===== src/rtl/mems_pkg.sv =====
// Shared types and constants for the MEMS frame path: reader FSM states, bus widths
// and the counter pattern laid down by the upstream pattern/sample writer.
package mems_pkg;

    localparam int AVM_ADDR_W = 32;
    localparam int BYTE_W     = 8;

    typedef enum logic [1:0] {
        ST_IDLE  = 2'd0,
        ST_ISSUE = 2'd1,
        ST_DRAIN = 2'd2
    } rd_state_e;

    // Byte the writer stores at frame index idx: the low byte of the index.
    function automatic logic [BYTE_W-1:0] expected_byte(input logic [31:0] idx);
        return idx[BYTE_W-1:0];
    endfunction

endpackage


===== src/rtl/onchip_frame_reader_if.sv =====
// Avalon-MM read-master and Avalon-ST source signal bundle for onchip_frame_reader.
// master = the reader side, slave = memory plus stream sink side.
interface onchip_frame_reader_if;
    import mems_pkg::*;

    logic [AVM_ADDR_W-1:0] avm_address;
    logic                  avm_read;
    logic [BYTE_W-1:0]     avm_readdata;
    logic                  avm_readdatavalid;
    logic                  avm_waitrequest;
    logic [BYTE_W-1:0]     st_data;
    logic                  st_valid;
    logic                  st_ready;
    logic                  st_sop;
    logic                  st_eop;

    modport master (
        output avm_address, avm_read,
        input  avm_readdata, avm_readdatavalid, avm_waitrequest,
        output st_data, st_valid, st_sop, st_eop,
        input  st_ready
    );

    modport slave (
        input  avm_address, avm_read,
        output avm_readdata, avm_readdatavalid, avm_waitrequest,
        input  st_data, st_valid, st_sop, st_eop,
        output st_ready
    );

endinterface


===== src/rtl/onchip_rd_fifo.sv =====
// Synchronous first-word-fall-through byte FIFO; push and pop may coincide at any fill
// level, so a full FIFO can accept a push in the same cycle it is popped.
module onchip_rd_fifo
    import mems_pkg::*;
#(
    parameter int FIFO_DEPTH = 8
) (
    input  logic                               clock,
    input  logic                               reset,
    input  logic                               push,
    input  logic                               pop,
    input  logic [BYTE_W-1:0]                  din,
    output logic [BYTE_W-1:0]                  dout,
    output logic                               empty,
    output logic                               full,
    output logic [$clog2(FIFO_DEPTH+1)-1:0]    count
);
    localparam int AW = $clog2(FIFO_DEPTH);
    localparam int CW = $clog2(FIFO_DEPTH + 1);

    logic [BYTE_W-1:0] mem_q [FIFO_DEPTH];
    logic [AW-1:0]     wr_ptr_q, wr_ptr_d, rd_ptr_q, rd_ptr_d;
    logic [CW-1:0]     count_q, count_d;
    logic              do_push_s, do_pop_s;

    assign do_pop_s  = pop && !empty;
    assign do_push_s = push && (!full || do_pop_s);

    // Pointer and occupancy next-state.
    always_comb begin
        wr_ptr_d = do_push_s ? wr_ptr_q + AW'(1) : wr_ptr_q;
        rd_ptr_d = do_pop_s  ? rd_ptr_q + AW'(1) : rd_ptr_q;
        count_d  = count_q;
        if (do_push_s && !do_pop_s) begin
            count_d = count_q + CW'(1);
        end else if (!do_push_s && do_pop_s) begin
            count_d = count_q - CW'(1);
        end else begin
            count_d = count_q;
        end
    end

    // Control registers; reset flushes the FIFO.
    always_ff @(posedge clock or posedge reset) begin
        if (reset) begin
            wr_ptr_q <= '0;
            rd_ptr_q <= '0;
            count_q  <= '0;
        end else begin
            wr_ptr_q <= wr_ptr_d;
            rd_ptr_q <= rd_ptr_d;
            count_q  <= count_d;
        end
    end

    // Storage array, written on accepted push.
    always_ff @(posedge clock) begin
        if (do_push_s) begin
            mem_q[wr_ptr_q] <= din;
        end
    end

    assign dout  = mem_q[rd_ptr_q];
    assign empty = (count_q == CW'(0));
    assign full  = (count_q == CW'(FIFO_DEPTH));
    assign count = count_q;

endmodule


===== src/rtl/onchip_frame_reader.sv =====
// Reads one DEPTH-byte frame from on-chip memory and re-emits it as an SOP/EOP-framed byte stream.
// Optional stream pattern checker enabled by defining ONCHIP_READER_CHECKER_EN.
module onchip_frame_reader
    import mems_pkg::*;
#(
    parameter logic [31:0] BASE_ADDR  = 32'h0,
    parameter int          DEPTH      = 4096,
    parameter int          FIFO_DEPTH = 8
) (
    input  logic                    clock,
    input  logic                    reset,
    input  logic                    start_i,
    output logic                    busy_o,
    output logic                    done_o,
    output logic [15:0]             err_count_o,
    output logic                    err_flag_o,
    onchip_frame_reader_if.master   bus
);
    localparam int          CNT_W    = $clog2(FIFO_DEPTH + 1);
    localparam logic [31:0] LAST_IDX = 32'(DEPTH - 1);
    localparam logic [31:0] END_IDX  = 32'(DEPTH);

    rd_state_e         state_q, state_d;
    logic              busy_q, busy_d, done_q, done_d;
    logic [31:0]       rd_idx_q, rd_idx_d, out_idx_q, out_idx_d;
    logic [CNT_W-1:0]  outst_q, outst_d;

    logic [BYTE_W-1:0] fifo_dout_s;
    logic              fifo_empty_s, fifo_full_s;
    logic [CNT_W-1:0]  fifo_count_s;
    logic [CNT_W:0]    credit_sum_s;
    logic              credit_ok_s, avm_read_s, accept_s, push_s, xfer_s;

    // Reads in flight plus bytes already buffered can never exceed the FIFO, so no overflow.
    assign credit_sum_s = {1'b0, fifo_count_s} + {1'b0, outst_q};
    assign credit_ok_s  = !fifo_full_s && (credit_sum_s < (CNT_W+1)'(FIFO_DEPTH));
    assign avm_read_s   = (state_q == ST_ISSUE) && credit_ok_s;
    assign accept_s     = avm_read_s && !bus.avm_waitrequest;
    assign push_s       = bus.avm_readdatavalid && (outst_q != CNT_W'(0));
    assign xfer_s       = !fifo_empty_s && bus.st_ready;

    onchip_rd_fifo #(.FIFO_DEPTH(FIFO_DEPTH)) u_fifo (
        .clock (clock),
        .reset (reset),
        .push  (push_s),
        .pop   (xfer_s),
        .din   (bus.avm_readdata),
        .dout  (fifo_dout_s),
        .empty (fifo_empty_s),
        .full  (fifo_full_s),
        .count (fifo_count_s)
    );

    // FSM next-state, index counters and outstanding-read tracking.
    always_comb begin
        state_d   = state_q;
        busy_d    = busy_q;
        done_d    = 1'b0;
        rd_idx_d  = rd_idx_q;
        out_idx_d = xfer_s ? out_idx_q + 32'd1 : out_idx_q;
        if (accept_s && !push_s) begin
            outst_d = outst_q + CNT_W'(1);
        end else if (!accept_s && push_s) begin
            outst_d = outst_q - CNT_W'(1);
        end else begin
            outst_d = outst_q;
        end
        case (state_q)
            ST_IDLE: begin
                if (start_i) begin
                    busy_d    = 1'b1;
                    rd_idx_d  = 32'd0;
                    out_idx_d = 32'd0;
                    state_d   = ST_ISSUE;
                end else begin
                    state_d = ST_IDLE;
                end
            end
            ST_ISSUE: begin
                if (accept_s) begin
                    rd_idx_d = rd_idx_q + 32'd1;
                    state_d  = (rd_idx_q == LAST_IDX) ? ST_DRAIN : ST_ISSUE;
                end else begin
                    state_d = ST_ISSUE;
                end
            end
            ST_DRAIN: begin
                if ((outst_q == CNT_W'(0)) && fifo_empty_s && (out_idx_q == END_IDX)) begin
                    done_d  = 1'b1;
                    busy_d  = 1'b0;
                    state_d = ST_IDLE;
                end else begin
                    state_d = ST_DRAIN;
                end
            end
            default: begin
                busy_d  = 1'b0;
                state_d = ST_IDLE;
            end
        endcase
    end

    // State and counter registers.
    always_ff @(posedge clock or posedge reset) begin
        if (reset) begin
            state_q   <= ST_IDLE;
            busy_q    <= 1'b0;
            done_q    <= 1'b0;
            rd_idx_q  <= 32'd0;
            out_idx_q <= 32'd0;
            outst_q   <= '0;
        end else begin
            state_q   <= state_d;
            busy_q    <= busy_d;
            done_q    <= done_d;
            rd_idx_q  <= rd_idx_d;
            out_idx_q <= out_idx_d;
            outst_q   <= outst_d;
        end
    end

    // Address and read are pure functions of held state, so they stay put under waitrequest.
    assign bus.avm_read    = avm_read_s;
    assign bus.avm_address = BASE_ADDR + rd_idx_q;
    assign bus.st_valid    = !fifo_empty_s;
    assign bus.st_data     = fifo_dout_s;
    assign bus.st_sop      = !fifo_empty_s && (out_idx_q == 32'd0);
    assign bus.st_eop      = !fifo_empty_s && (out_idx_q == LAST_IDX);
    assign busy_o          = busy_q;
    assign done_o          = done_q;

`ifdef ONCHIP_READER_CHECKER_EN
    logic [15:0] err_count_q, err_count_d;
    logic        err_flag_q, err_flag_d;

    // Saturating count of streamed bytes that break the writer's counter pattern.
    always_comb begin
        err_count_d = err_count_q;
        if (xfer_s && (fifo_dout_s != expected_byte(out_idx_q)) && (err_count_q != 16'hFFFF)) begin
            err_count_d = err_count_q + 16'd1;
        end else begin
            err_count_d = err_count_q;
        end
        err_flag_d = err_flag_q || (err_count_d != 16'd0);
    end

    // Error registers; cleared only by reset, never by start.
    always_ff @(posedge clock or posedge reset) begin
        if (reset) begin
            err_count_q <= 16'd0;
            err_flag_q  <= 1'b0;
        end else begin
            err_count_q <= err_count_d;
            err_flag_q  <= err_flag_d;
        end
    end

    assign err_count_o = err_count_q;
    assign err_flag_o  = err_flag_q;
`else
    assign err_count_o = 16'd0;
    assign err_flag_o  = 1'b0;
`endif

endmodule

===== src/flat_wrapper.sv =====
// flat-port wrapper written by rule: the top's interface ports become plain ports
module onchip_frame_reader_flat import mems_pkg::*;
#(
    parameter logic [31:0] BASE_ADDR  = 32'h0,
    parameter int          DEPTH      = 4096,
    parameter int          FIFO_DEPTH = 8
)
  (clock, reset, start_i, busy_o, done_o, err_count_o, err_flag_o, bus_avm_address, bus_avm_read, bus_avm_readdata, bus_avm_readdatavalid, bus_avm_waitrequest, bus_st_data, bus_st_valid, bus_st_sop, bus_st_eop, bus_st_ready);
  onchip_frame_reader_if bus_i ();
  input  logic clock;
  input  logic reset;
  input  logic start_i;
  output logic busy_o;
  output logic done_o;
  output logic [15:0] err_count_o;
  output logic err_flag_o;
  output wire logic [$bits(bus_i.avm_address)-1:0] bus_avm_address;
  output wire logic [$bits(bus_i.avm_read)-1:0] bus_avm_read;
  input wire logic [$bits(bus_i.avm_readdata)-1:0] bus_avm_readdata;
  input wire logic [$bits(bus_i.avm_readdatavalid)-1:0] bus_avm_readdatavalid;
  input wire logic [$bits(bus_i.avm_waitrequest)-1:0] bus_avm_waitrequest;
  output wire logic [$bits(bus_i.st_data)-1:0] bus_st_data;
  output wire logic [$bits(bus_i.st_valid)-1:0] bus_st_valid;
  output wire logic [$bits(bus_i.st_sop)-1:0] bus_st_sop;
  output wire logic [$bits(bus_i.st_eop)-1:0] bus_st_eop;
  input wire logic [$bits(bus_i.st_ready)-1:0] bus_st_ready;
  assign bus_avm_address = bus_i.avm_address;
  assign bus_avm_read = bus_i.avm_read;
  assign bus_i.avm_readdata = bus_avm_readdata;
  assign bus_i.avm_readdatavalid = bus_avm_readdatavalid;
  assign bus_i.avm_waitrequest = bus_avm_waitrequest;
  assign bus_st_data = bus_i.st_data;
  assign bus_st_valid = bus_i.st_valid;
  assign bus_st_sop = bus_i.st_sop;
  assign bus_st_eop = bus_i.st_eop;
  assign bus_i.st_ready = bus_st_ready;
  onchip_frame_reader #(.BASE_ADDR(BASE_ADDR), .DEPTH(DEPTH), .FIFO_DEPTH(FIFO_DEPTH)) u_core (.clock(clock), .reset(reset), .start_i(start_i), .busy_o(busy_o), .done_o(done_o), .err_count_o(err_count_o), .err_flag_o(err_flag_o), .bus(bus_i));
endmodule

===== config.mk =====
export PLATFORM = sky130hd
export DESIGN_NAME = onchip_frame_reader_flat
export DESIGN_NICKNAME = d
export VERILOG_FILES = /design/src/rtl/mems_pkg.sv /design/src/rtl/onchip_frame_reader_if.sv /design/src/rtl/onchip_rd_fifo.sv /design/src/rtl/onchip_frame_reader.sv /design/src/flat_wrapper.sv
export SDC_FILE = /design/constraint.sdc
export NUM_CORES = 1
export LEC_CHECK = 0
export CORE_MARGIN = 5
export CORE_UTILIZATION = 51
export DETAILED_ROUTE_END_ITERATION = 8
export PLACE_DENSITY = 0.76
export SKIP_LAST_GASP = 1
export SLEW_MARGIN = 20
export SYNTH_ARGS = -nofsm -noshare
export SYNTH_HDL_FRONTEND = slang
export SYNTH_SLANG_ARGS = --single-unit

===== constraint.sdc =====
create_clock -name clock -period 3.1 [get_ports clock]
set_clock_uncertainty 0.1 [all_clocks]
set_input_delay 0.465 -clock clock [delete_from_list [all_inputs] [get_ports clock]]
set_output_delay 0.465 -clock clock [all_outputs]
set_load 0.05 [all_outputs]

==> results.ini <==
[finish]
final_core_util=0.623
layout_common_cells=dfrtp_1 (80), edfxtp_1 (64), nand2_1 (55), nor2_1 (52), clkdlybuf4s50_1 (48)
regArea_um2=3980
fin_nets=736
fillCellCount=1090
drive_gt1_frac=0.159
multi_input_area_um2=3010
antennaDiodeCount=0
final_common_cell=dfrtp_1
area_growth_pct=19.8

[worst_setup_path]
reg2reg_slack_ns=0.15
endpoint=u_core.outst_q[3]$_DFFE_PP0P_
cp-start-kind=flip-flop
cp.required_ns=3.30
path_max_fanout=3
timing.rr.end=u_core.outst_q[3]$_DFFE_PP0P_
critPathLaunch=u_core.u_fifo.count[3]$_DFFE_PP0P_
worstSetupPathType=flip-flop to flip-flop
crit_arrival_ns=3.15
critPathCaptureType=flip-flop
reg2reg_from=u_core.u_fifo.count[3]$_DFFE_PP0P_
reg2reg_depth=13

[floorplanning]
fp.dieH_um=129
core_um2=13900
pin_count=77
fp.dieArea_um2=16600
die_x_um=129
start_util=0.520
rows=43

[yosys]
synth_area_um2=7220
synthAdderAreaFrac=0.0298
synth_flop_cell=dfrtp_1
synth.area.mux_share=0.0669
synth_cell_types=65
syn_inst=629
yosys.area.top_type_share=0.284
synth_area_leaders=dfrtp_1 (28%), edfxtp_1 (27%), mux4_2 (5.0%)
yosys.area_share.simple=0.186
syn_area_per_cell_um2=11.5
synth_edf_count=64
ys_seq_area_frac=0.550
synth_top_area_cell=dfrtp_1
ys_async_sr_fraction=0.562
synth_top_family_by_area=simple AND/OR/NAND/NOR gates
synth_compound_area_frac=0.0711
synth_xor_area_frac=0.0497
synth-seq-cells=146
yosysWarningCount=0

[clocking]
cts_tree=done
htreeDepth=4
insertion_delay_ns=0.43
holdBufCountCts=0
clockRootBuffer=clkbuf_16
path_clk_slew_ns=0.06
clock_path_buffers=2
cts_sinks=146
cts_made_buffers=17

[sta]
hold_violations=0
max_slew.worst_pin.slew_ns=0.815
setup_tns_ns=0
finalCritPeriodShare=0.951
period_needed_ns=2.95
rsz0062_at_grt=false
max_freq_mhz=339
slew_viol_final=0
slew_headroom=0.456
finalSetupViolations=0

[route]
avgViaCountPerCell=5.82
antenna_left=0
drtPass1Iterations=5
wirelength_um=16100
post-route-drc-count=0
drt_iter0_drc=328
wl_per_cell_um=18.0
via_count=5228

[outcome]
status=complete, no violations

[placed_design]
place_congestion=0.844
dp_hpwl_um=10800
port_buffers=59

[global_routing]
grt_pass1_vias=5448
antenna_found_initial=0
grt_start_max_net_pins=47
grt_pass1_wl_um=27200
grt_usage=0.208
overflow=0

[hold_path]
hold_class=input pin to async pin

[run]
max-cap-violations=0

[power_and_ir_drop]
p_leak_nw=3.48
finalPower_w=0.00762
p_per_area_nw_per_um2=881
ir_worst_vdd_mv=0.655

-- synth_stat cells, drive strengths merged (21+ instances only) --
cell,n
buf,30
dfrtp,82
edfxtp,64
inv,27
nand2,56
nand3,33
nand4,21
nor2,52
nor3,21
nor4,21
o21ai,30
xor2,25
-- state kept, by name, indices dropped and copies added (netlist names) --
| register | flops |
|---|---|
| u_core.outst_q | 4 |
| u_core.state_q | 2 |
| u_core.u_fifo.wr_ptr_q | 3 |
| u_core.done_o | 1 |
| u_core.rd_idx_q | 32 |
| u_core.u_fifo.mem_q | 64 |
| u_core.busy_o | 1 |
| u_core.out_idx_q | 32 |
| u_core.u_fifo.count | 4 |
| u_core.u_fifo.rd_ptr_q | 3 |
-- logic make-up (layout without fill, tap and decap cells) --
kind of cell / count (synthesis) / in the layout
and+or+nand+nor: 252 / 252
DFF: 146 / 146
AOI/OAI and AO/OA: 80 / 80
buffers and inverters: 66 / 139
xor gates and xnor gates: 41 / 41
muxes: 27 / 27
adders and majority gates: 16 / 16
other: 1 / 17
-- final cells by class --
class / instances / area share
well taps: 180 / 0.0260
multi-input cells: 433 / 0.348
inverters: 27 / 0.0122
repair buffers: 81 / 0.0871
flip-flops and latches: 146 / 0.460
clock buffers: 18 / 0.0496
clock inverters: 13 / 0.0177
-- power breakdown --
part | switching [W] | internal, W
sequential | 0.000374 | 0.00234
combinational | 0.00170 | 0.00118
clock | 0.000839 | 0.00120
-- critical path: stages, from the launching register on --
cell,delay (ns)
dfrtp_1,0.39
ha_1,0.33
nor4_4,0.32
and3_4,0.26
nand2_4,0.05
inv_2,0.05
ha_1,0.20
inv_1,0.11
ha_1,0.29
a21o_1,0.17
a21oi_1,0.19
xnor2_1,0.15
nor2_1,0.07
xor2_1,0.15
-- stage by stage --
step	cell area, um2	instances	worst slack, ns	hold slack [ns]
finish	8650	898	0.152	0.347
global placement	8050	867	0.240	0.378
floorplan	7290	645	0.0505	0.358
detailed placement	8050	867	0.116	0.387
CTS	8630	898	0.0903	0.358
global route	8650	898	0.00630	0.409
-- timing repair --
action / CTS / global route
buffers inserted: 0 / 0
endpoints found under the setup margin: 0 / 1
gates resized for setup: 0 / 4
-- per-layer routing --
| layer | global-route usage | vias to the layer above | wire length [um] |
|---|---|---|---|
| li1 | - | 2440 | - |
| met1 | 0.275 | 2568 | 6850 |
| met2 | 0.336 | 189 | 8030 |
| met3 | 0.0448 | 31 | 896 |
| met4 | 0.0865 | 0 | 365 |
| met5 | 0 | - | 0 |
-- worst min path at each step --
| stage | depth (start not counted) | startpoint | slack (ns) | end |
|---|---|---|---|---|
| floorplan | 1 | u_core.outst_q[3]$_DFFE_PP0P_ | 0.36 | u_core.outst_q[3]$_DFFE_PP0P_ |
| CTS | 2 | reset | 0.36 | u_core.rd_idx_q[29]$_DFFE_PP0P_ |
| global route | 2 | reset | 0.41 | u_core.rd_idx_q[30]$_DFFE_PP0P_ |
| detailed placement | 1 | u_core.outst_q[3]$_DFFE_PP0P_ | 0.39 | u_core.outst_q[3]$_DFFE_PP0P_ |
| global placement | 1 | u_core.outst_q[3]$_DFFE_PP0P_ | 0.38 | u_core.outst_q[3]$_DFFE_PP0P_ |
| finish | 2 | reset | 0.35 | u_core.rd_idx_q[30]$_DFFE_PP0P_ |
(Power assumes the default switching activity.)
